File: src/rtl/branch_resolve_unit_if.sv
// Request/result bundle for the branch resolve unit.
// The master side is the EX-stage operand logic plus the redirect consumer.
// The slave side is the resolve unit itself.
interface branch_resolve_unit_if #(
  parameter int XLEN  = 32,
  parameter int CNT_W = 32
);
  // Request side
  logic             in_valid;
  logic             in_ready;
  logic [1:0]       op;
  logic [2:0]       funct_b;
  logic [XLEN-1:0]  rs1;
  logic [XLEN-1:0]  rs2;
  logic [XLEN-1:0]  pc;
  logic [XLEN-1:0]  imm;
  logic             pred_taken;
  logic [XLEN-1:0]  pred_target;
  logic             flush;

  // Result side
  logic             out_valid;
  logic             out_ready;
  logic             taken;
  logic [XLEN-1:0]  next_pc;
  logic [XLEN-1:0]  link;
  logic             mispredict;
  logic             misaligned;
  logic             illegal;
  logic [CNT_W-1:0] br_count;
  logic [CNT_W-1:0] mp_count;

  modport master (
    output in_valid, op, funct_b, rs1, rs2, pc, imm, pred_taken, pred_target,
    output flush, out_ready,
    input  in_ready, out_valid, taken, next_pc, link, mispredict, misaligned,
    input  illegal, br_count, mp_count
  );

  modport slave (
    input  in_valid, op, funct_b, rs1, rs2, pc, imm, pred_taken, pred_target,
    input  flush, out_ready,
    output in_ready, out_valid, taken, next_pc, link, mispredict, misaligned,
    output illegal, br_count, mp_count
  );
endinterface

File: src/rtl/branch_resolve_unit.sv
// Two-stage branch/jump resolver.
// S1 holds the raw request; the condition, target and mispredict logic runs
// between S1 and S2; S2 holds the result that drives every output.
// Also keeps saturating counters of retired branches and mispredicts.
module branch_resolve_unit #(
  parameter int XLEN   = 32,
  parameter int IALIGN = 4,
  parameter int CNT_W  = 32
) (
  input  logic                    clk,
  input  logic                    rst,
  branch_resolve_unit_if.slave    bus
);

  localparam logic [1:0] OP_BR   = 2'b00;
  localparam logic [1:0] OP_JAL  = 2'b01;
  localparam logic [1:0] OP_JALR = 2'b10;
  localparam logic [1:0] OP_NOP  = 2'b11;

  localparam logic [2:0] FB_BEQ  = 3'b000;
  localparam logic [2:0] FB_BNE  = 3'b001;
  localparam logic [2:0] FB_BLT  = 3'b100;
  localparam logic [2:0] FB_BGE  = 3'b101;
  localparam logic [2:0] FB_BLTU = 3'b110;
  localparam logic [2:0] FB_BGEU = 3'b111;

  // Low target bits that must be zero for an aligned fetch.
  localparam logic [1:0] ALIGN_MASK = (IALIGN == 2) ? 2'b01 : 2'b11;

  // Stage 1: registered request
  logic             s1_valid;
  logic [1:0]       s1_op;
  logic [2:0]       s1_funct;
  logic [XLEN-1:0]  s1_rs1;
  logic [XLEN-1:0]  s1_rs2;
  logic [XLEN-1:0]  s1_pc;
  logic [XLEN-1:0]  s1_imm;
  logic             s1_pred_taken;
  logic [XLEN-1:0]  s1_pred_target;

  // Stage 2: registered result
  logic             s2_valid;
  logic             s2_taken;
  logic [XLEN-1:0]  s2_next_pc;
  logic [XLEN-1:0]  s2_link;
  logic             s2_mispredict;
  logic             s2_misaligned;
  logic             s2_illegal;
  logic             s2_is_branch;

  logic [CNT_W-1:0] br_count_q;
  logic [CNT_W-1:0] mp_count_q;

  // Pipeline control
  logic s1_adv;
  logic s2_adv;
  logic accept;
  logic retire;

  // Resolution logic between S1 and S2
  logic             cond_c;
  logic             illegal_c;
  logic             taken_c;
  logic [XLEN-1:0]  jalr_sum_c;
  logic [XLEN-1:0]  target_c;
  logic [XLEN-1:0]  link_c;
  logic [XLEN-1:0]  next_pc_c;
  logic             mispredict_c;
  logic             misaligned_c;

  assign s2_adv       = !s2_valid || bus.out_ready;
  assign s1_adv       = !s1_valid || s2_adv;
  assign bus.in_ready = s1_adv;
  // A flush cycle neither accepts a new request nor retires the presented result.
  assign accept       = bus.in_valid && s1_adv && !bus.flush;
  assign retire       = s2_valid && bus.out_ready && !bus.flush;

  // S1 occupancy: refills whenever the stage can advance, emptied by flush
  always_ff @(posedge clk) begin
    if (rst) begin
      s1_valid <= 1'b0;
    end else if (bus.flush) begin
      s1_valid <= 1'b0;
    end else if (s1_adv) begin
      s1_valid <= bus.in_valid;
    end
  end

  // S1 payload: captured only on an accepted handshake
  always_ff @(posedge clk) begin
    if (accept) begin
      s1_op          <= bus.op;
      s1_funct       <= bus.funct_b;
      s1_rs1         <= bus.rs1;
      s1_rs2         <= bus.rs2;
      s1_pc          <= bus.pc;
      s1_imm         <= bus.imm;
      s1_pred_taken  <= bus.pred_taken;
      s1_pred_target <= bus.pred_target;
    end
  end

  // Evaluate condition, target, link and prediction check for the S1 request
  always_comb begin
    cond_c       = 1'b0;
    illegal_c    = 1'b0;
    taken_c      = 1'b0;
    jalr_sum_c   = s1_rs1 + s1_imm;
    target_c     = s1_pc + s1_imm;
    link_c       = s1_pc + XLEN'(4);

    case (s1_op)
      OP_BR: begin
        case (s1_funct)
          FB_BEQ:  cond_c = (s1_rs1 == s1_rs2);
          FB_BNE:  cond_c = (s1_rs1 != s1_rs2);
          FB_BLT:  cond_c = ($signed(s1_rs1) <  $signed(s1_rs2));
          FB_BGE:  cond_c = ($signed(s1_rs1) >= $signed(s1_rs2));
          FB_BLTU: cond_c = (s1_rs1 <  s1_rs2);
          FB_BGEU: cond_c = (s1_rs1 >= s1_rs2);
          default: illegal_c = 1'b1;
        endcase
        taken_c = cond_c;
      end
      OP_JAL: begin
        taken_c = 1'b1;
      end
      OP_JALR: begin
        taken_c  = 1'b1;
        target_c = {jalr_sum_c[XLEN-1:1], 1'b0};
      end
      default: begin
        taken_c = 1'b0;
      end
    endcase

    next_pc_c    = taken_c ? target_c : link_c;
    misaligned_c = taken_c && ((target_c[1:0] & ALIGN_MASK) != 2'b00);
    mispredict_c = 1'b0;
    if (!illegal_c && (s1_op != OP_NOP)) begin
      mispredict_c = (taken_c != s1_pred_taken) ||
                     (taken_c && (target_c != s1_pred_target));
    end
  end

  // S2 result register: holds while the consumer stalls, emptied by flush
  always_ff @(posedge clk) begin
    if (rst) begin
      s2_valid      <= 1'b0;
      s2_taken      <= 1'b0;
      s2_next_pc    <= '0;
      s2_link       <= '0;
      s2_mispredict <= 1'b0;
      s2_misaligned <= 1'b0;
      s2_illegal    <= 1'b0;
      s2_is_branch  <= 1'b0;
    end else if (bus.flush) begin
      s2_valid <= 1'b0;
    end else if (s2_adv) begin
      s2_valid <= s1_valid;
      if (s1_valid) begin
        s2_taken      <= taken_c;
        s2_next_pc    <= next_pc_c;
        s2_link       <= link_c;
        s2_mispredict <= mispredict_c;
        s2_misaligned <= misaligned_c;
        s2_illegal    <= illegal_c;
        s2_is_branch  <= (s1_op != OP_NOP);
      end
    end
  end

  // Saturating retire counters, advanced only on a completed output transfer
  always_ff @(posedge clk) begin
    if (rst) begin
      br_count_q <= '0;
      mp_count_q <= '0;
    end else if (retire) begin
      if (s2_is_branch && (br_count_q != '1)) begin
        br_count_q <= br_count_q + CNT_W'(1);
      end
      if (s2_mispredict && (mp_count_q != '1)) begin
        mp_count_q <= mp_count_q + CNT_W'(1);
      end
    end
  end

  assign bus.out_valid  = s2_valid;
  assign bus.taken      = s2_taken;
  assign bus.next_pc    = s2_next_pc;
  assign bus.link       = s2_link;
  assign bus.mispredict = s2_mispredict;
  assign bus.misaligned = s2_misaligned;
  assign bus.illegal    = s2_illegal;
  assign bus.br_count   = br_count_q;
  assign bus.mp_count   = mp_count_q;

endmodule

File: src/flat_wrapper.sv
// flat-port wrapper written by rule: the top's interface ports become plain ports
module branch_resolve_unit_flat 
#(
  parameter int XLEN   = 32,
  parameter int IALIGN = 4,
  parameter int CNT_W  = 32
)
  (clk, rst, bus_in_valid, bus_op, bus_funct_b, bus_rs1, bus_rs2, bus_pc, bus_imm, bus_pred_taken, bus_pred_target, bus_flush, bus_out_ready, bus_in_ready, bus_out_valid, bus_taken, bus_next_pc, bus_link, bus_mispredict, bus_misaligned, bus_illegal, bus_br_count, bus_mp_count);
  branch_resolve_unit_if #(.XLEN(XLEN), .CNT_W(CNT_W)) bus_i ();
  input  logic clk;
  input  logic rst;
  input wire logic [$bits(bus_i.in_valid)-1:0] bus_in_valid;
  input wire logic [$bits(bus_i.op)-1:0] bus_op;
  input wire logic [$bits(bus_i.funct_b)-1:0] bus_funct_b;
  input wire logic [$bits(bus_i.rs1)-1:0] bus_rs1;
  input wire logic [$bits(bus_i.rs2)-1:0] bus_rs2;
  input wire logic [$bits(bus_i.pc)-1:0] bus_pc;
  input wire logic [$bits(bus_i.imm)-1:0] bus_imm;
  input wire logic [$bits(bus_i.pred_taken)-1:0] bus_pred_taken;
  input wire logic [$bits(bus_i.pred_target)-1:0] bus_pred_target;
  input wire logic [$bits(bus_i.flush)-1:0] bus_flush;
  input wire logic [$bits(bus_i.out_ready)-1:0] bus_out_ready;
  output wire logic [$bits(bus_i.in_ready)-1:0] bus_in_ready;
  output wire logic [$bits(bus_i.out_valid)-1:0] bus_out_valid;
  output wire logic [$bits(bus_i.taken)-1:0] bus_taken;
  output wire logic [$bits(bus_i.next_pc)-1:0] bus_next_pc;
  output wire logic [$bits(bus_i.link)-1:0] bus_link;
  output wire logic [$bits(bus_i.mispredict)-1:0] bus_mispredict;
  output wire logic [$bits(bus_i.misaligned)-1:0] bus_misaligned;
  output wire logic [$bits(bus_i.illegal)-1:0] bus_illegal;
  output wire logic [$bits(bus_i.br_count)-1:0] bus_br_count;
  output wire logic [$bits(bus_i.mp_count)-1:0] bus_mp_count;
  assign bus_i.in_valid = bus_in_valid;
  assign bus_i.op = bus_op;
  assign bus_i.funct_b = bus_funct_b;
  assign bus_i.rs1 = bus_rs1;
  assign bus_i.rs2 = bus_rs2;
  assign bus_i.pc = bus_pc;
  assign bus_i.imm = bus_imm;
  assign bus_i.pred_taken = bus_pred_taken;
  assign bus_i.pred_target = bus_pred_target;
  assign bus_i.flush = bus_flush;
  assign bus_i.out_ready = bus_out_ready;
  assign bus_in_ready = bus_i.in_ready;
  assign bus_out_valid = bus_i.out_valid;
  assign bus_taken = bus_i.taken;
  assign bus_next_pc = bus_i.next_pc;
  assign bus_link = bus_i.link;
  assign bus_mispredict = bus_i.mispredict;
  assign bus_misaligned = bus_i.misaligned;
  assign bus_illegal = bus_i.illegal;
  assign bus_br_count = bus_i.br_count;
  assign bus_mp_count = bus_i.mp_count;
  branch_resolve_unit #(.XLEN(XLEN), .IALIGN(IALIGN), .CNT_W(CNT_W)) u_core (.clk(clk), .rst(rst), .bus(bus_i));
endmodule
File: config.mk
export PLATFORM = sky130hd
export DESIGN_NAME = branch_resolve_unit_flat
export DESIGN_NICKNAME = d
export VERILOG_FILES = /design/src/rtl/branch_resolve_unit_if.sv /design/src/rtl/branch_resolve_unit.sv /design/src/flat_wrapper.sv
export SDC_FILE = /design/constraint.sdc
export NUM_CORES = 1
export LEC_CHECK = 0
export CAP_MARGIN = 20
export CORE_MARGIN = 5
export CORE_UTILIZATION = 40
export CTS_CLUSTER_SIZE = 20
export DETAILED_ROUTE_END_ITERATION = 6
export RECOVER_POWER = 25
export SLEW_MARGIN = 5
export SYNTH_ARGS = -nofsm -noshare
export SYNTH_HDL_FRONTEND = slang
export SYNTH_SLANG_ARGS = --single-unit
File: constraint.sdc
create_clock -name clk -period 7.7 [get_ports clk]
set_input_delay 1.54 -clock clk [delete_from_list [all_inputs] [get_ports clk]]
set_output_delay 1.54 -clock clk [all_outputs]
set_load 0.01 [all_outputs]
==> Yosys cells after proc, flatten, opt, wreduce, memory -nomap -nowiden <==
Cells that the tools add are included.
W data, S select, Z words.
{ "word_totals": {"register_bits": 301, "wordCells": 75, "inputBits": 171} }
{ "op_classes": {"addsub": 5, "n_eq_ne": 14, "n_lt_le_gt_ge": 4, "muxes": 7, "bitwise_logic": 1, "n_reduce_logical": 25} }
{ "ops": {"columns": ["op", "count"], "rows": [
  ["$add A32 B1 Y32 const B", 2],
  ["$add A32 B32 Y32", 2],
  ["$ge A32 B32 Y1", 2],
  ["$lt A32 B32 Y1", 2],
  ["$mux W32", 2],
  ["$ne A32 B32 Y1", 2],
  ["$ne A32 B32 Y1 const B", 2],
  ["$add A32 B3 Y32 const B", 1],
  ["$eq A32 B32 Y1", 1],
  ["$eq A3 B3 Y1 const B", 4],
  ["$logic_and A1 B1 Y1", 9],
  ["$pmux W1 S6", 1],
  ["$reduce_or A6 Y1", 1],
  ["$logic_not A1 Y1", 4],
  ["$reduce_and A2 Y1", 2],
  ["$reduce_or A2 Y1", 2],
  ["$eq A3 B1 Y1 const B", 1],
  ["$logic_not A3 Y1", 1],
  ["$logic_or A1 B1 Y1", 3],
  ["$mux W1", 3],
  ["$reduce_and A3 Y1", 1],
  ["$eq A2 B1 Y1 const B", 1],
  ["$eq A2 B2 Y1 const B", 1],
  ["$logic_not A2 Y1", 1],
  ["other kinds (5)", 5]
]} }

==> Longest topological paths before layout <==
{ "depth": {"ltp_word": 7, "mapped_depth": 15, "depth_no_buf": 13} }

==> Worst setup path before layout <==
Ideal clock, no wire load.
{ "synth_timing": {"path_type": "input to register", "from": "in bus_out_ready", "to": "reg u_core.s1_funct[0], enable pin", "t_required_ns": 7.153, "cell_stages": 3, "arrival_ns": 5.601, "setup_slack_ns": 1.551, "setup_ns": 0.547, "cell_sequence": "nor2b_1 > nand2_1 > and3b_1"} }
{ "synth_via": {"elab_chain_cells": 4} }
{ "synth_rtl": {"columns": ["item", "line_no", "source"], "rows": [
  ["from (decl)", "flat_wrapper.sv:22", "input wire logic [$bits(bus_i.out_ready)-1:0] bus_out_ready;"],
  ["$logic_or A1 B1 Y1", "branch_resolve_unit.sv:71", "assign s2_adv = !s2_valid || bus.out_ready;"],
  ["$logic_or A1 B1 Y1", "branch_resolve_unit.sv:72", "assign s1_adv = !s1_valid || s2_adv;"],
  ["via bus_in_ready", "flat_wrapper.sv:23", "output wire logic [$bits(bus_i.in_ready)-1:0] bus_in_ready;"],
  ["$logic_and A1 B1 Y1 (2 in a row)", "branch_resolve_unit.sv:75", "assign accept = bus.in_valid && s1_adv && !bus.flush;"],
  ["via u_core.accept", "branch_resolve_unit.sv:57", "logic accept;"],
  ["to (signal assigned)", "branch_resolve_unit.sv:93", "s1_funct <= bus.funct_b;"],
  ["to (decl)", "branch_resolve_unit.sv:33", "logic [2:0] s1_funct;"]
]} }
The timed path passes the listed nets, and every way through them passes these cells.
A chain may end at the register's enable or synchronous reset.

==> Final worst setup path <==
{ "layout_timing": {"from": "in bus_out_ready", "to": "out bus_in_ready"} }
{ "layout_via": {"elab_chain_cells": 2} }
{ "layout_rtl": {"columns": ["item", "line_no"], "rows": [
  ["$logic_or A1 B1 Y1", "branch_resolve_unit.sv:71"],
  ["$logic_or A1 B1 Y1", "branch_resolve_unit.sv:72"],
  ["to (decl)", "flat_wrapper.sv:23"]
]} }
Every way passes these cells.

==> impl_metrics.py <==
metrics = {
    "floorplan": {
        "dieWidth_microns": 217,
        "die_height_microns": 217,
        "core-area_sq_um": 42800,
        "io_pins": 305,
        "dieArea_sq_um": 47200,
        "num_rows": 76,
        "start_util_pct": 40.1,
    },
    "sta": {
        "relSlewSlack_pct": 28.5,
        "rsz0062_at_grt": "false",
        "finalClockSkew_ps": 24.2,
        "drv_slew": 0,
        "worst_slew_pin_slew_ps": 1070,
        "finalCritPeriodShare_pct": 57.7,
        "setup-violations-final": 0,
        "tns_ps": 0,
        "period_needed_ps": 4450,
        "finalHoldViolations": 0,
        "max_freq_mhz": 225,
    },
    "power": {
        "irDropWorstVdd_uv": 129,
        "power_density_nw_per_um2": 206,
        "p_leak_nw": 8.04,
    },
    "critical_path": {
        "critPathSlowestCell": "clkdlybuf4s50_1",
        "path_cells": "clkdlybuf4s50_1 -> nor2b_1 -> nand2_1 -> clkdlybuf4s50_1",
        "start_kind": "primary input",
        "required_ps": 6160,
        "critPathMostFrequentCell": "clkdlybuf4s50_1",
        "end_kind": "output port",
        "critPathKind": "in2out",
        "crit_fanout": 5,
        "max_stage_delay_ps": 490,
        "crit_arrival_ps": 2910,
    },
    "outcome": {
        "outcome": "completed",
    },
    "clock_tree": {
        "htreeDepth": 2,
        "holdBufCountCts": 0,
        "clkSlewWorstSetupHoldPaths_ps": 60,
        "cts-resized-gates": 0,
        "cts_buffers": 37,
        "cts_buffer_depth": 3,
        "clkLatencyLatePin_ps": 560,
        "cts.sinks": 301,
        "cts_tree": "yes",
        "cts_root_buffer": "clkbuf_16",
        "cts_setup_buffers": 0,
    },
    "logic_synthesis": {
        "ys_seq_area_share_pct": 44.8,
        "yosysUniqueCellTypes": 90,
        "synth_top_area_cell": "edfxtp_1",
        "postSynthAreaPerCell_sq_um": 9.70,
        "synth.net_count": 2041,
        "synth-edff-count": 166,
        "syn_area_sq_um": 17200,
        "synth-async-reset-ratio_pct": 0,
        "synth_area_leaders": "edfxtp_1, dfxtp_1, ha_1",
        "synth_warnings": 0,
        "synth_top_area_share_pct": 29.0,
        "ys_seq_elements": 301,
        "syn_inst": 1769,
        "synth_top_flop_cell": "edfxtp_1",
    },
    "grt": {
        "grt_antenna_before_repair": 4,
        "grt_overflow": 0,
        "grt_max_degree": 167,
        "grt_pass1_wl_microns": 77700,
        "grt_pass1_vias": 13600,
        "grt_util_all_layers_pct": 21.1,
    },
    "final_layout": {
        "drive_above_1_share_pct": 5.31,
        "fin_util_pct": 51.1,
        "antennaDiodeCount": 0,
        "nets": 2317,
        "final-seq-area_sq_um": 7690,
        "fill_cells": 3919,
        "area_growth_syn_to_layout_pct": 27.3,
        "multi_input_area_sq_um": 8950,
    },
    "placed_design": {
        "gp_congestion": 0.893,
        "port_buffers": 304,
        "detailed_place_hpwl_microns": 40400,
    },
    "drt": {
        "wl_per_cell_microns": 19.7,
        "via_per_inst": 5.41,
        "drtPass1Iterations": 5,
        "route.detailed.drc": 0,
        "vias": 14200,
        "dr.first_iter.drc_count": 981,
        "wl_microns": 51600,
        "antenna_left": 0,
    },
    "flow_run": {
        "maxCapViolations": 0,
    },
    "worst_hold_path": {
        "holdCritPathClass": "reg2reg",
    },
}
-- flip-flops by register name, summed over array words and instances (netlist names), 2 cells and up --
signal and flops:
u_core.s1_funct 3, u_core.bus.mp_count 32, u_core.s1_rs1 32, u_core.s1_pred_target 32, u_core.bus.link 32, u_core.s1_op 2, u_core.bus.br_count 32, u_core.s1_rs2 32
u_core.s1_imm 32, u_core.bus.next_pc 32, u_core.s1_pc 32
-- cell usage after synthesis, types with 5 or more instances --
master	count
a221oi_1	6
ha_1	99
nor3b_1	11
nand3b_1	6
xnor2_1	70
nor2_1	184
and3_1	26
a211oi_1	42
nand4_1	45
o21bai_1	8
buf_2	13
nor3_1	27
nor2b_1	11
a211o_1	9
dfxtp_1	135
nand2b_1	7
o211ai_1	23
xor2_1	86
clkbuf_1	54
and4_1	13
a21oi_1	120
a21o_1	23
or3_1	16
a2111oi_0	5
nand2_1	193
a21boi_0	5
edfxtp_1	166
a31oi_1	10
nor4_1	11
inv_1	60
and2_1	16
o21ai_0	56
nand3_1	60
o21a_1	9
mux2i_1	32
o31ai_1	6
-- per-stage QoR --
step,hold slack (ps),cells,setup slack [ps],total power [W],cell area (sq um)
4_1_cts,453,2619,3230,0.00455,21900
5_1_grt,472,2619,3180,0.00471,21900
2_1_floorplan,476,1769,1550,0.00250,17200
3_3_place_gp,440,2552,2870,0.00283,20700
6_report,452,2619,3250,0.00449,21900
3_5_place_dp,447,2552,2820,0.00284,20700
-- worst paths after layout --
check,startpoint,to,slack [ps],cells after the start
max,bus_out_ready,bus_in_ready,3250,4
min,u_core.bus.next_pc[1],u_core.bus.next_pc[1],450,2
max reg2reg,u_core.s1_rs1[31],u_core.bus.mispredict,3600,12
min reg2reg,u_core.bus.next_pc[1],u_core.bus.next_pc[1],450,2
-- final cells by class --
class | instances | share of cell area [%]
clock buffers | 48 | 4.61
multi-input cells | 1333 | 41.0
repair buffers | 312 | 14.2
well taps | 546 | 3.13
inverters | 60 | 1.03
clock inverters | 19 | 0.830
flip-flops and latches | 301 | 35.2
-- routing by layer --
metal | global-route usage, % | up-vias | part of all wire, %
li1 | - | 7033 | -
met3 | 4.01 | 59 | 6.2
met1 | 30.7 | 6642 | 48
met5 | 0 | - | 0
met2 | 32.7 | 441 | 44
met4 | 4.82 | 0 | 1.9
-- where the power goes --
group | switching, W | internal, W
clock network | 0.000693 | 0.000999
registers | 0.0000658 | 0.00178
logic | 0.000558 | 0.000399
-- cell usage in the layout (no fill, tap or decap), types with 10 or more instances in the layout --
master	instances
edfxtp_1	166
xnor2_1	70
nand3_1	60
and4_1	13
nor2_1	184
o211ai_1	23
nor2b_1	11
nand4_1	45
dlygate4sd3_1	150
ha_1	98
mux2i_1	32
or3_1	16
clkdlybuf4s50_1	153
nor3b_1	10
clkbuf_16	37
nand2_1	193
dfxtp_1	135
and2_1	16
a21o_1	23
nor3_1	27
xor2_1	86
and3_1	26
a21oi_1	120
a31oi_1	10
nor4_1	11
a211oi_1	42
o21ai_0	56
inv_1	60
-- worst max-delay path: cells and delay by family --
kind          cells  cell delay [ps]
buf+inv           2              940
simple gates      2              430
-- cell families (layout without fill, tap and decap cells) --
group | Yosys count | after routing | share of synthesized area (%)
compound gates | 387 | 387 | 15.6
xor+xnor | 162 | 162 | 8.76
fa+ha+maj | 101 | 101 | 7.45
buf+inv | 135 | 439 | 3.13
flops | 301 | 301 | 44.8
mux | 37 | 37 | 2.21
simple gates | 646 | 646 | 18.1
Power figures use the tool's default switching activity.
